## src/rtl/ahb_master_arbiter.sv

```systemverilog
// Two-master AHB-Lite arbiter in front of a single shared slave port.
// Bursts and locked sequences are never split; the losing master is stalled through its HREADY.
module ahb_master_arbiter #(
  parameter int AW         = 32,
  parameter int DW         = 32,
  parameter int FIXED_PRIO = 0
) (
  input  logic          clk,
  input  logic          resetn,
  input  logic [AW-1:0] m0_haddr_i,
  input  logic          m0_hwrite_i,
  input  logic [2:0]    m0_hsize_i,
  input  logic [2:0]    m0_hburst_i,
  input  logic [3:0]    m0_hprot_i,
  input  logic [1:0]    m0_htrans_i,
  input  logic          m0_hmastlock_i,
  input  logic [DW-1:0] m0_hwdata_i,
  input  logic [AW-1:0] m1_haddr_i,
  input  logic          m1_hwrite_i,
  input  logic [2:0]    m1_hsize_i,
  input  logic [2:0]    m1_hburst_i,
  input  logic [3:0]    m1_hprot_i,
  input  logic [1:0]    m1_htrans_i,
  input  logic          m1_hmastlock_i,
  input  logic [DW-1:0] m1_hwdata_i,
  output logic          m0_hready_o,
  output logic          m0_hresp_o,
  output logic [DW-1:0] m0_hrdata_o,
  output logic          m1_hready_o,
  output logic          m1_hresp_o,
  output logic [DW-1:0] m1_hrdata_o,
  output logic [AW-1:0] s_haddr_o,
  output logic          s_hwrite_o,
  output logic [2:0]    s_hsize_o,
  output logic [2:0]    s_hburst_o,
  output logic [3:0]    s_hprot_o,
  output logic [1:0]    s_htrans_o,
  output logic          s_hmastlock_o,
  output logic [DW-1:0] s_hwdata_o,
  input  logic          s_hready_i,
  input  logic          s_hresp_i,
  input  logic [DW-1:0] s_hrdata_i,
  output logic          grant_o
);

  typedef enum logic [1:0] {
    TR_IDLE   = 2'b00,
    TR_BUSY   = 2'b01,
    TR_NONSEQ = 2'b10,
    TR_SEQ    = 2'b11
  } htrans_e;

  logic       grant, grant_nxt;
  logic       dp_own, dp_own_nxt;
  logic       dp_vld, dp_vld_nxt;
  logic [3:0] beat_cnt, beat_cnt_nxt;
  logic       last_srv, last_srv_nxt;

  logic       req0, req1;
  logic [3:0] beat_upd;
  logic       hold;
  logic       nonseq_acc;
  logic       rr_last;

  function automatic logic [3:0] burst_beats(input logic [2:0] burst);
    case (burst)
      3'b010, 3'b011: burst_beats = 4'd3;
      3'b100, 3'b101: burst_beats = 4'd7;
      3'b110, 3'b111: burst_beats = 4'd15;
      default:        burst_beats = 4'd0;
    endcase
  endfunction

  assign req0 = m0_htrans_i[1];
  assign req1 = m1_htrans_i[1];

  assign s_haddr_o     = grant ? m1_haddr_i     : m0_haddr_i;
  assign s_hwrite_o    = grant ? m1_hwrite_i    : m0_hwrite_i;
  assign s_hsize_o     = grant ? m1_hsize_i     : m0_hsize_i;
  assign s_hburst_o    = grant ? m1_hburst_i    : m0_hburst_i;
  assign s_hprot_o     = grant ? m1_hprot_i     : m0_hprot_i;
  assign s_htrans_o    = grant ? m1_htrans_i    : m0_htrans_i;
  assign s_hmastlock_o = grant ? m1_hmastlock_i : m0_hmastlock_i;
  assign s_hwdata_o    = dp_own ? m1_hwdata_i   : m0_hwdata_i;

  assign m0_hrdata_o = s_hrdata_i;
  assign m1_hrdata_o = s_hrdata_i;
  assign grant_o     = grant;

  always_comb begin
    m0_hready_o = ~req0;
    m0_hresp_o  = 1'b0;
    if (dp_vld && !dp_own) begin
      m0_hready_o = s_hready_i;
      m0_hresp_o  = s_hresp_i;
    end else if (!grant) begin
      m0_hready_o = s_hready_i;
    end
  end

  always_comb begin
    m1_hready_o = ~req1;
    m1_hresp_o  = 1'b0;
    if (dp_vld && dp_own) begin
      m1_hready_o = s_hready_i;
      m1_hresp_o  = s_hresp_i;
    end else if (grant) begin
      m1_hready_o = s_hready_i;
    end
  end

  // Beat counter value if the current address phase is accepted; BUSY keeps the count.
  always_comb begin
    beat_upd = beat_cnt;
    case (s_htrans_o)
      TR_NONSEQ: beat_upd = burst_beats(s_hburst_o);
      TR_SEQ:    beat_upd = (beat_cnt != 4'd0) ? beat_cnt - 4'd1 : 4'd0;
      TR_IDLE:   beat_upd = 4'd0;
      default:   beat_upd = beat_cnt;
    endcase
  end

  assign hold       = s_hmastlock_o | (beat_upd != 4'd0);
  assign nonseq_acc = s_hready_i && (s_htrans_o == TR_NONSEQ);
  // Round-robin sees the master served on this very cycle, so back-to-back contention alternates.
  assign rr_last    = nonseq_acc ? grant : last_srv;

  always_comb begin
    grant_nxt    = grant;
    dp_own_nxt   = dp_own;
    dp_vld_nxt   = dp_vld;
    beat_cnt_nxt = beat_cnt;
    last_srv_nxt = last_srv;
    if (s_hready_i) begin
      dp_vld_nxt   = s_htrans_o[1];
      dp_own_nxt   = grant;
      beat_cnt_nxt = beat_upd;
      if (nonseq_acc) last_srv_nxt = grant;
      if (!hold) begin
        case ({req1, req0})
          2'b11:   grant_nxt = (FIXED_PRIO != 0) ? 1'b0 : ~rr_last;
          2'b10:   grant_nxt = 1'b1;
          2'b01:   grant_nxt = 1'b0;
          default: grant_nxt = 1'b0;
        endcase
      end
    end
  end

  always_ff @(posedge clk or negedge resetn) begin
    if (!resetn) begin
      grant    <= 1'b0;
      dp_own   <= 1'b0;
      dp_vld   <= 1'b0;
      beat_cnt <= 4'd0;
      last_srv <= 1'b1;
    end else begin
      grant    <= grant_nxt;
      dp_own   <= dp_own_nxt;
      dp_vld   <= dp_vld_nxt;
      beat_cnt <= beat_cnt_nxt;
      last_srv <= last_srv_nxt;
    end
  end

endmodule

```

## config.mk

```make
export PLATFORM = sky130hd
export DESIGN_NAME = ahb_master_arbiter
export DESIGN_NICKNAME = d
export VERILOG_FILES = /design/src/rtl/ahb_master_arbiter.sv
export SDC_FILE = /design/constraint.sdc
export NUM_CORES = 1
export LEC_CHECK = 0
export CELL_PAD_IN_SITES_DETAIL_PLACEMENT = 0
export CELL_PAD_IN_SITES_GLOBAL_PLACEMENT = 2
export CORE_MARGIN = 4
export CORE_UTILIZATION = 10
export DETAILED_ROUTE_END_ITERATION = 8
export PLACE_DENSITY = 0.87
export SLEW_MARGIN = 10
export SYNTH_ARGS = -nofsm -noshare
export SYNTH_HDL_FRONTEND = slang
export SYNTH_SLANG_ARGS = --single-unit
```

## constraint.sdc

```tcl
create_clock -name clk -period 6.8 [get_ports clk]
set_clock_uncertainty 0.15 [all_clocks]
set_input_delay 0.68 -clock clk [delete_from_list [all_inputs] [get_ports clk]]
set_output_delay 0.68 -clock clk [all_outputs]
set_load 0.02 [all_outputs]
```

==> impl_metrics.toml, run 1 <==
[worst_setup_path]
worstSetupEndpoint = "s_htrans_o[0]"
slowest_stage = "clkdlybuf4s50_1"
cp-end-kind = "primary output"
path_cells = "buf_4 > mux2i_4 > inv_2 > clkdlybuf4s50_1"
r2r_cells = 7
slowest_delay_ps = 550
path_class = "reg2out"
r2r_setup_slack_ps = 3760
worstReg2RegEnd = "grant_o"
worstSetupStartpointType = "register"
critPathArrivalTime_ps = 2380
crit-reg2reg-launch = "grant_o"
startpoint = "grant_o"
cp_max_fo = 49
worstPathRequired_ps = 5970

[cells_and_area]
syn_to_final_growth_pct = 116
instances_no_fill = 656
fill_cells = 2132
drive_above_1_share_pct = 24.3
n_antenna_cell = 0
multiInputGateArea_um2 = 1250
fin_nets = 586
seqCellArea_um2 = 203

[global_route]
grt_pass1_wl_um = 13300
grt_max_degree = 50
antenna_found_initial = 1
grt-ovfl-total = 0
grt_pass1_vias = 2304
grt_use_total_pct = 7.55

[synthesis]
netlist_top_cells_area = "mux2_2, buf_4, dfrtp_1, mux2i_4, a21oi_1"
yosysMostFrequentCell = "mux2_2"
synth_common_cells = "mux2_2, buf_4, a21oi_1, nor2_1, dfrtp_1"
ys_warn_count = 0
async_flop_share_pct = 100
synth-seq-cells = 8
syn-cell-area_um2 = 2010
synth_top_area_share_pct = 44.3
synth.distinct_cells = 31
yosysSeqAreaShare_pct = 10.0
synth_fp_nets = 412
syn_inst = 218
synthFlopType = "dfrtp_1"
syn_area_per_cell_um2 = 9.21
synth_edf_count = 0
synth_top_area_cell = "mux2_2"

[clock_network]
cts_root_buf = "clkbuf_16"
tritoncts = "done"
cts_setup_buffers = 0
hold_buffers = 0
cts_resized = 0
clk_latency_ps = 230
cts-htree-levels = 1
numCtsBuffers = 3
clock_path_buffers = 2
clk_pin_slew_worst_paths_ps = 40
cts.sinks = 8

[power_and_ir_drop]
p_comb_share_pct = 83.6
finalPower_mw = 1.18
clockPowerShare_pct = 8.5
p_int_mw = 0.678
max-vdd-ir-drop_mv = 0.124
switching_share_pct = 42.7
p_sw_mw = 0.506
p_leak_nw = 1.54
power_density_nw_per_um2 = 273
power.share.sequential_pct = 7.9

[job]
max_cap_violations = 0

[timing]
tightest_slew_ps = 661
setup_viol = 0
fmax_mhz = 311
rsz0062_at_grt = "false"
tns_ps = 0
period_share_pct = 47.2
drv_slew = 0
slew_headroom_pct = 55.9
hold_viol_final = 0
holdWs_ps = 454
period_needed_ps = 3210

[detailed_routing]
wire_per_inst_um = 14.5
ant_nets = 0
totalWireLength_um = 9490
viasPerCell = 3.27
vias = 2147
drtPass1Iterations = 4
drc = 0
first_iter_violations = 52

[place]
dp_cells = 652
dp_hpwl_um = 8350
io_buffers = 242
place_congestion = 0.794

[floorplan]
fp.dieH_um = 150
die_area_um2 = 22400
initial_core_util_pct = 10.3
die_x_um = 150
core_um2 = 19600
pin_count = 339
num_rows = 51

[min_path]
hold_path_startpoint = "beat_cnt[1]"
hold_path.class = "reg2reg"

[status]
outcome = "finished, final reports clean"
logic make-up after synthesis:
family	synth area share, %
simple gates	6.36
compound gates	6.85
mux	47.6
flops	10.0
buf+inv	27.9
fa+ha+maj	1.25
state kept, by name, summed over array words and instances (netlist names):
register / flops
dp_vld: 1
grant_o: 1
beat_cnt: 4
last_srv: 1
dp_own: 1
power by group through the flow:
stage / logic, mW / clock network (mW) / registers (mW)
2_1_floorplan: 0.625 / 0 / 0.0862
3_3_place_gp: 0.993 / 0 / 0.0924
3_5_place_dp: 1.01 / 0 / 0.0932
4_1_cts: 1.01 / 0.103 / 0.0935
5_1_grt: 1.05 / 0.104 / 0.0980
6_report: 0.989 / 0.101 / 0.0934
cells in the final DEF (no fill, tap or decap), drive strengths merged:
master	Yosys	routed
a2111oi	2	2
a211oi	3	3
a21boi	1	1
a21oi	8	8
and3	1	1
buf	69	2
clkbuf	6	4
clkdlybuf4s50	0	242
clkinv	1	1
dfrtp	7	7
dfstp	1	1
ha	2	2
inv	7	7
mux2	80	80
mux2i	3	3
nand2	5	5
nand3	1	1
nor2	8	8
nor3	4	4
nor3b	1	1
nor4	2	2
nor4b	1	1
o21ai	4	4
or4	1	1
layout make-up:
type | instances | share of cell area (%)
clock buffer | 4 | 1.82
sequential | 8 | 4.68
inverter | 8 | 0.723
multi-input combinational | 127 | 28.8
tap | 265 | 7.66
timing repair buffer | 244 | 56.3
per-stage QoR:
step	setup WS (ps)	instance area [um2]	util [%]
floorplan	4050	2010	-
global placement	3530	4250	21.7
detailed placement	3580	4250	21.7
CTS	3550	4330	22.1
global route	3420	4330	22.1
finish	3590	4330	22.1
per-layer routing:
metal,track usage (%),wire length (um),vias up
li1,-,-,1049
met4,0.732,28,2
met5,0,13,-
met2,13.6,5060,109
met3,3.57,978,9
met1,8.38,3410,978
worst max-delay path, delay by kind of cell, from the launching register on:
family / cells / cell delay (ps)
flip-flops: 1 / 440
multiplexers: 1 / 480
buffers and inverters: 3 / 1190
how the worst min path moves through the flow:
stage	endpoint	slack (ps)	cells after the start
6_report	beat_cnt[1]	450	2
5_1_grt	last_srv	480	1
4_1_cts	beat_cnt[3]	450	1
3_5_place_dp	beat_cnt[3]	440	1
3_3_place_gp	beat_cnt[1]	430	2
2_1_floorplan	beat_cnt[0]	230	0
No activity file was read; power rests on OpenSTA's default activity.
==> run 2, diff against run 1 <==
--- a/config.mk
+++ b/config.mk
@@ -10,7 +10,7 @@
 export CORE_MARGIN = 4
 export CORE_UTILIZATION = 10
 export DETAILED_ROUTE_END_ITERATION = 8
-export PLACE_DENSITY = 0.87
+export PLACE_DENSITY = 0.9
 export SLEW_MARGIN = 10
 export SYNTH_ARGS = -nofsm -noshare
 export SYNTH_HDL_FRONTEND = slang
==> constraint.sdc (replaced) <==
create_clock -name clk -period 2.58 [get_ports clk]
set_clock_uncertainty 0.15 [all_clocks]
set_input_delay 0.258 -clock clk [delete_from_list [all_inputs] [get_ports clk]]
set_output_delay 0.258 -clock clk [all_outputs]
set_load 0.02 [all_outputs]
==> impl_metrics.toml, run 2 (synthesized netlist as in run 1, its figures left out) <==
[status]
outcome = "finished, final reports clean"

[power_and_ir_drop]
power_density_nw_per_um2 = 736
finalPower_mw = 3.26
p_leak_nw = 1.60
max-vdd-ir-drop_mv = 0.260

[detailed_routing]
ant_nets = 0
drc = 0
first_iter_violations = 31
drtPass1Iterations = 4
viasPerCell = 3.24
vias = 2159
wire_per_inst_um = 14.4
totalWireLength_um = 9590

[cells_and_area]
instances_no_fill = 666
layout_commonest_cell = "clkdlybuf4s50_1"
multiInputGateArea_um2 = 1250
top_register = "beat_cnt"
fin_nets = 596
final_cell_mix = "clkdlybuf4s50_1, mux2_2, buf_4, a21oi_1, nor2_1"
seqCellArea_um2 = 203
drive_above_1_share_pct = 26.9
syn_to_final_growth_pct = 120
largest_reg_flops = 4
n_antenna_cell = 0
fill_cells = 2155

[clock_network]
cts.sinks = 8
cts_setup_buffers = 0
numCtsBuffers = 3
cts-htree-levels = 1
cts_root_buf = "clkbuf_16"
clock_path_buffers = 2
clk_latency_ps = 230
tritoncts = "done"
clk_pin_slew_worst_paths_ps = 40
hold_buffers = 0

[min_path]
hold_path.class = "in2async"

[timing]
fin_ws_ps = 172
rsz0062_at_grt = "false"
slew_headroom_pct = 65.4
hold_viol_final = 0
tightest_slew_ps = 519
tns_ps = 0
period_share_pct = 93.3
fmax_mhz = 415
drv_slew = 0
period_needed_ps = 2410
holdWs_ps = 179
setup_viol = 0

[global_route]
grt-ovfl-total = 0
antenna_found_initial = 0
grt_pass1_wl_um = 13400
grt_pass1_vias = 2346
grt_use_total_pct = 7.58
grt_max_degree = 44

[place]
place_congestion = 0.801
preCtsSetupSlack_ps = 16.2
io_buffers = 242
dp_cells = 662
dp_hpwl_um = 8290

[worst_setup_path]
worstSetupStartpointType = "register"
cp-end-kind = "register"
slowest_stage = "dfrtp_1"
critPathArrivalTime_ps = 2370
slowest_delay_ps = 410
path_class = "reg2reg"
path_cells = "inv_1 > ha_1 > nor3b_2 > nor4_1 > a2111oi_4 > nand2_1 > nor4b_2 > mux2_1"
cp_max_fo = 4
worstPathRequired_ps = 2540

[floorplan]
die_area_um2 = 22400
pin_count = 339
num_rows = 51
fp.dieH_um = 150
die_x_um = 150
initial_core_util_pct = 10.3
core_um2 = 19600

[job]
max_cap_violations = 0
run 2: changes by cell type in the layout (fill, tap and decap cells not counted), sizes merged:
cell / change
buf: +12
clkdlybuf4s50: -2
run 2: worst paths after layout:
check / startpoint / to / slack, ps / cells past startpoint
min: resetn / dp_vld / 180 / 1
min in group clk: s_hrdata_i[15] / m0_hrdata_o[15] / 370 / 0
max: beat_cnt[1] / grant_o / 170 / 8
max reg2reg: beat_cnt[1] / grant_o / 170 / 8
min reg2reg: beat_cnt[1] / beat_cnt[1] / 460 / 2
max in group asynchronous: resetn / last_srv / 1770 / 1
run 2: cell type report:
cell class / count / area share, %
Tap cell: 265 / 7.49
Clock buffer: 4 / 1.78
Multi-Input combinational cell: 127 / 28.3
Sequential cell: 8 / 4.58
Inverter: 8 / 0.706
Timing Repair Buffer: 254 / 57.2
run 2: timing repair:
| action | in CTS | in global routing |
|---|---|---|
| hold endpoints to repair | 0 | 0 |
| setup endpoints to repair | 1 | 0 |
| resized for setup | 1 | 0 |
run 2: report_power, final:
part / internal (mW) / leakage [nW] / switching [mW]
clock network: 0.207 / 0.0382 / 0.0671
logic: 1.49 / 1.47 / 1.24
registers: 0.183 / 0.0934 / 0.0743
total: 1.88 / 1.60 / 1.38
run 2: per-layer routing:
layer,up-vias,global-route usage [%],part of all wire [%]
met4,0,1.10,1.2
met2,109,12.6,50
met5,-,0,0
li1,1068,-,-
met3,17,3.36,9.2
met1,965,9.26,39
run 2: critical path: cells and delay by family, from the launching register on:
family | cells | cell delay, ps
DFF | 1 | 410
adders and majority gates | 1 | 150
and+or+nand+nor | 4 | 780
AOI/OAI and AO/OA | 1 | 350
buffers and inverters | 1 | 90
muxes | 1 | 350
run 2: metrics by stage:
step	util, %	area [um2]
3_5_place_dp	22.2	4340
2_1_floorplan	-	2010
5_1_grt	22.6	4430
3_3_place_gp	22.2	4340
4_1_cts	22.6	4430
6_report	22.6	4430
==> run 3, diff against run 2 <==
--- a/config.mk
+++ b/config.mk
@@ -15,3 +15,4 @@
 export SYNTH_ARGS = -nofsm -noshare
 export SYNTH_HDL_FRONTEND = slang
 export SYNTH_SLANG_ARGS = --single-unit
+export TNS_END_PERCENT = 10
==> results of run 3 <==
Same layout as run 2: the final DEF is identical, and so are final timing and power.
